## src/rtl/fetch_pkg.sv

```systemverilog
// rtl/fetch_pkg.sv - shared types and constants for the instruction fetch unit
package fetch_pkg;

    // Fetch sequencer states; at most one memory request is ever outstanding
    typedef enum logic [1:0] {
        ISSUE = 2'd0,
        WAIT  = 2'd1,
        HELD  = 2'd2,
        DROP  = 2'd3
    } fetch_state_t;

    // addi x0,x0,0 -- the bubble instruction
    localparam logic [31:0] NOP_INSTR_DEFAULT = 32'h0000_0013;
    localparam logic [31:0] RESET_PC_DEFAULT  = 32'h0000_0000;

    // One IF/ID pipeline entry
    typedef struct packed {
        logic [31:0] instr;
        logic [31:0] pc;
        logic [31:0] pc_plus4;
    } if_id_entry_t;

    // Instructions are word aligned; low address bits of a target are dropped
    function automatic logic [31:0] align_pc(input logic [31:0] addr);
        return {addr[31:2], 2'b00};
    endfunction

endpackage

```

## src/rtl/fetch_unit_if_id_reg.sv

```systemverilog
// rtl/fetch_unit_if_id_reg.sv - IF/ID pipeline register with load, hold and flush
module if_id_reg
    import fetch_pkg::*;
#(
    parameter logic [31:0] NOP_INSTR = NOP_INSTR_DEFAULT
) (
    input  logic        clk,
    input  logic        reset_n,
    input  logic        i_load,
    input  logic        i_hold,
    input  logic        i_flush,
    input  logic [31:0] i_instr,
    input  logic [31:0] i_pc,
    input  logic [31:0] i_pc_plus4,
    output logic        o_valid,
    output logic [31:0] o_instr,
    output logic [31:0] o_pc,
    output logic [31:0] o_pc_plus4
);

    logic         r_valid;
    if_id_entry_t r_entry;

    // Priority: reset, flush, load, hold; otherwise insert a bubble.
    // Flush and bubble only kill the instruction; the pc fields keep their value.
    always_ff @(posedge clk) begin
        if (!reset_n) begin
            r_valid <= 1'b0;
            r_entry <= '{instr: NOP_INSTR, pc: 32'h0, pc_plus4: 32'h0};
        end else if (i_flush) begin
            r_valid       <= 1'b0;
            r_entry.instr <= NOP_INSTR;
        end else if (i_load) begin
            r_valid <= 1'b1;
            r_entry <= '{instr: i_instr, pc: i_pc, pc_plus4: i_pc_plus4};
        end else if (!i_hold) begin
            r_valid       <= 1'b0;
            r_entry.instr <= NOP_INSTR;
        end
    end

    assign o_valid    = r_valid;
    assign o_instr    = r_entry.instr;
    assign o_pc       = r_entry.pc;
    assign o_pc_plus4 = r_entry.pc_plus4;

endmodule

```

## src/rtl/fetch_unit.sv

```systemverilog
// rtl/fetch_unit.sv - instruction fetch sequencer with skid buffer feeding IF/ID
module fetch_unit
    import fetch_pkg::*;
#(
    parameter logic [31:0] RESET_PC  = RESET_PC_DEFAULT,
    parameter logic [31:0] NOP_INSTR = NOP_INSTR_DEFAULT
) (
    input  logic        clk,
    input  logic        reset_n,
    input  logic        stall,
    input  logic        redirect,
    input  logic [31:0] redirect_pc,
    output logic        imem_req,
    output logic [31:0] imem_addr,
    input  logic        imem_rvalid,
    input  logic [31:0] imem_rdata,
    output logic        id_valid,
    output logic [31:0] id_instr,
    output logic [31:0] id_pc,
    output logic [31:0] id_pc_plus4,
    output logic [6:0]  id_opcode
);

    fetch_state_t r_state;
    logic [31:0]  r_pc;
    if_id_entry_t r_skid;

    logic [31:0]  w_pc_plus4;
    logic         w_accept;
    logic         w_load;
    if_id_entry_t w_mem_entry;
    if_id_entry_t w_load_entry;

    // Address arithmetic wraps modulo 2^32 by construction
    assign w_pc_plus4  = r_pc + 32'd4;
    assign w_mem_entry = '{instr: imem_rdata, pc: r_pc, pc_plus4: w_pc_plus4};
    assign w_accept    = (r_state == WAIT) && imem_rvalid;

    // A new entry enters IF/ID from memory directly or from the skid buffer
    assign w_load       = !redirect && !stall && (w_accept || (r_state == HELD));
    assign w_load_entry = (r_state == HELD) ? r_skid : w_mem_entry;

    // The request is suppressed in reset and on a redirect cycle
    assign imem_req  = reset_n && !redirect && (r_state == ISSUE);
    assign imem_addr = r_pc;

    // Fetch sequencer, pc register and skid buffer
    always_ff @(posedge clk) begin
        if (!reset_n) begin
            r_state <= ISSUE;
            r_pc    <= RESET_PC;
            r_skid  <= '{instr: NOP_INSTR, pc: 32'h0, pc_plus4: 32'h0};
        end else if (redirect) begin
            r_pc <= align_pc(redirect_pc);
            case (r_state)
                ISSUE:   r_state <= ISSUE;
                WAIT:    r_state <= imem_rvalid ? ISSUE : DROP;
                HELD:    r_state <= ISSUE;
                // A response landing on the same cycle is the one being dropped,
                // so there is nothing left outstanding to wait for.
                DROP:    r_state <= imem_rvalid ? ISSUE : DROP;
                default: r_state <= ISSUE;
            endcase
        end else begin
            case (r_state)
                // A response here has no matching request and is ignored
                ISSUE: r_state <= WAIT;
                WAIT: begin
                    if (imem_rvalid) begin
                        r_pc <= w_pc_plus4;
                        if (stall) begin
                            r_skid  <= w_mem_entry;
                            r_state <= HELD;
                        end else begin
                            r_state <= ISSUE;
                        end
                    end
                end
                HELD: begin
                    if (!stall) begin
                        r_state <= ISSUE;
                    end
                end
                DROP: begin
                    if (imem_rvalid) begin
                        r_state <= ISSUE;
                    end
                end
                default: r_state <= ISSUE;
            endcase
        end
    end

    if_id_reg #(
        .NOP_INSTR (NOP_INSTR)
    ) u_if_id_reg (
        .clk        (clk),
        .reset_n    (reset_n),
        .i_load     (w_load),
        .i_hold     (stall),
        .i_flush    (redirect),
        .i_instr    (w_load_entry.instr),
        .i_pc       (w_load_entry.pc),
        .i_pc_plus4 (w_load_entry.pc_plus4),
        .o_valid    (id_valid),
        .o_instr    (id_instr),
        .o_pc       (id_pc),
        .o_pc_plus4 (id_pc_plus4)
    );

    assign id_opcode = id_instr[6:0];

endmodule

```

## config.mk

```make
export PLATFORM = sky130hd
export DESIGN_NAME = fetch_unit
export DESIGN_NICKNAME = d
export VERILOG_FILES = /design/src/rtl/fetch_pkg.sv /design/src/rtl/fetch_unit_if_id_reg.sv /design/src/rtl/fetch_unit.sv
export SDC_FILE = /design/constraint.sdc
export NUM_CORES = 1
export LEC_CHECK = 0
export CORE_MARGIN = 4
export CORE_UTILIZATION = 40
export DETAILED_ROUTE_END_ITERATION = 10
export PLACE_DENSITY = 0.65
export SETUP_SLACK_MARGIN = 0.2
export SYNTH_ARGS = -nofsm -noshare
export SYNTH_HDL_FRONTEND = slang
export SYNTH_SLANG_ARGS = --single-unit
```

## constraint.sdc

```tcl
create_clock -name clk -period 2.8 [get_ports clk]
set_clock_uncertainty 0.2 [all_clocks]
set_input_delay 0.42 -clock clk [delete_from_list [all_inputs] [get_ports clk]]
set_output_delay 0.42 -clock clk [all_outputs]
set_load 0.05 [all_outputs]
```

==> metrics <==
power per cell area=573.5 nW/um^2; DIE AREA=26320 sq um; max frequency=395.7 MHz; CP startpoint kind=flop; max_slew headroom=0.5976; min-delay src=reset_n; Flop pwr share=0.447; final WL=29.62 mm; FF-to-FF path depth=5; via count=9198; clk sink count=217; post-DP HPWL=20.38 mm; Hold Crit Class=in -> reg; routed len/inst=17.10 microns; Pwr Total=7288 uW; # rows=56; switching share of power=0.2627; final instance area=12710 sq um; outcome=completed; Final Core Density=0.5430; Clock Power Share=0.428; IO buf count=197; cts hold-fix bufs=0; Comb power frac=0.126; CP Max Fanout=7; hold path cells=3; initial core utilization=0.4066; worst vdd ir=343.3 uV; Min-Delay Endpoint=r_skid[19]; GPL Wtd Cong=0.9164; synth unique cells=49; YS warnings=0; Iter 0 DRT Violations=720; Critical Path RT=2.18 ns; nets=1468; placed cell areas=11910 sq um; total of max-cap violations=0; initial antenna violation count=0; synth-to-layout area growth=33.54%; core area=23400 sq um; max incr delay on CP=0.82 ns; max-slew violations=0; sequential element share of the synthesized area=0.4565; mapped cell area=9515 sq um; worst path cell trace=buf_4 > clkdlybuf4s50_1; vias per inst=5.311; Tot GR Track Use=0.2203; pin count of the biggest net entering global routing=75; Int Pwr=5373 uW; FF-to-FF setup slack=0.33 ns; DIE WIDTH=162.2 microns; grt total ovfl=0; critical path arrival=1.91 ns; clock latency on the worst-skew pair=0.51 ns; leakage power=0.004248 uW; share of the synthesized area in the top cell type=0.4565; critical setup path kind=reg -> out; RR Startpoint=imem_addr[11]; DRC viols=0; Synth area leaders=dfxtp_1, nand2_1, a21oi_1; Synth Area per Inst=7.625 sq um; die height=162.2 microns; number of routed nets with antenna violations=0; Final WS setup=0.2731 ns; DR pass1 iterations=5; post_cts resized=0; Post-Synthesis Cells=1248; clock buffer depth=3; Primary FF master, synth=dfxtp_1; first-pass GRT wire length=47.74 mm; post-synth top area cell=dfxtp_1; final setup vio count=0; Psw=1915 uW; CTS buffer count=24; dpl ws=0.1697 ns; element type at the critical path end=output pin; worst slew pin tran=0.5981 ns; EDFF count, synth=0; RSZ-0062 raised after global routing=false; I/O pins=206; Worst R2R End=u_if_id_reg.o_pc_plus4[31]; CTS H-tree lvls=1; crit path time final=2.527 ns; root buf cell=clkbuf_16; Worst-path clk slew=0.07 ns; post-CTS setup buffers=0; Synth async-reset ratio=0; # diodes=0; period utilization=0.9025; #FFs+latches synth=217; slowest library cell on the worst path=clkdlybuf4s50_1; number of global-route vias before repair=8724; CTS tree=yes; Final Hold Viols=0; share of layout cells above drive strength 1=0.09130; Total Neg Setup Slack=0 ns
==> metal layers <==
metal,GRT usage,wire length (microns),vias up
met5,0,0,-
met4,0.07074,867,0
met3,0.05278,2255,51
met2,0.3414,13270,317
met1,0.3042,13220,4259
li1,-,-,4571
==> flip-flops by register name, indices dropped and copies added, names as in the netlist <==
signal,cells
r_state,2
u_if_id_reg.o_pc,30
u_if_id_reg.o_pc_plus4,30
u_if_id_reg.o_valid,1
r_skid,92
imem_addr,30
u_if_id_reg.o_instr,32
==> how the worst max path moves through the flow <==
stage / start / end / depth (start not counted)
2_1_floorplan: imem_addr[14] / u_if_id_reg.o_pc_plus4[31] / 6
3_3_place_gp: imem_rvalid / u_if_id_reg.o_pc_plus4[19] / 7
3_5_place_dp: imem_rvalid / u_if_id_reg.o_pc_plus4[19] / 7
4_1_cts: imem_addr[5] / imem_addr[5] / 1
5_1_grt: imem_addr[4] / imem_addr[4] / 2
6_report: imem_addr[4] / imem_addr[4] / 2
==> power by group through the flow <==
stage | registers (uW) | logic [uW] | clock network (uW)
after floorplan | 3470 | 383 | 0
after global placement | 3320 | 908 | 0
after detailed placement | 3320 | 914 | 0
after CTS | 3250 | 918 | 3190
after global routing | 3270 | 983 | 3310
final | 3250 | 916 | 3120
==> cells in the mapped netlist (3+ instances only) <==
cell,count
o211ai_1,13
xor2_1,14
and4_1,4
o21ai_0,46
xnor2_1,35
or4_1,5
a31oi_1,5
a211oi_1,22
nand2_1,280
clkbuf_1,103
a31o_2,8
nand3_1,39
buf_2,10
inv_1,9
nor3_1,22
buf_4,13
nor4_1,19
o31a_1,3
a311oi_1,33
or3_1,9
buf_1,9
dfxtp_1,217
nor2_1,111
nand4_1,13
a21oi_1,174
==> critical path: cells and delay by family, from the launching register on <==
| kind | cells | cell delay, ns |
|---|---|---|
| buffers and inverters | 2 | 1.02 |
| flip-flops | 1 | 0.39 |
==> kinds of logic after synthesis <==
logic type / share of synthesized area
simple gates: 0.2301
xor+xnor: 0.04510
compound gates: 0.1996
buf+inv: 0.06364
flops: 0.4565
other cells: 0.0003941
fa+ha+maj: 0.001315
mux: 0.003287
==> cell type report <==
cell class                 instances  area [sq um]
clock buffer                      36         726.9
sequential                       217          4359
timing repair buffer             254          2472
inverter                          10         40.04
fill                            2224         10700
tap                              319         399.1
multi-input combinational        891          4657
clock inverter                     5         52.55
==> through the flow <==
step | cells | hold WS [ns]
detailed placement | 1691 | 0.2465
global placement | 1691 | 0.2414
CTS | 1732 | 0.1249
floorplan | 1253 | 0.2366
global route | 1732 | 0.1434
finish | 1732 | 0.1512
==> cells in the final DEF, fill, tap and decap left out, types with 14 or more instances in the layout <==
cell type / Yosys / final
o21ai_0: 46 / 46
clkdlybuf4s50_1: 0 / 193
clkbuf_16: 0 / 25
xnor2_1: 35 / 34
nand3_1: 39 / 38
a311oi_1: 33 / 33
nand2_1: 280 / 280
buf_4: 13 / 52
nor3_1: 22 / 21
nor4_1: 19 / 19
xor2_1: 14 / 14
dfxtp_1: 217 / 205
a21oi_1: 174 / 174
a211oi_1: 22 / 22
nor2_1: 111 / 110
Note: power is estimated with default switching activity, not from simulation.
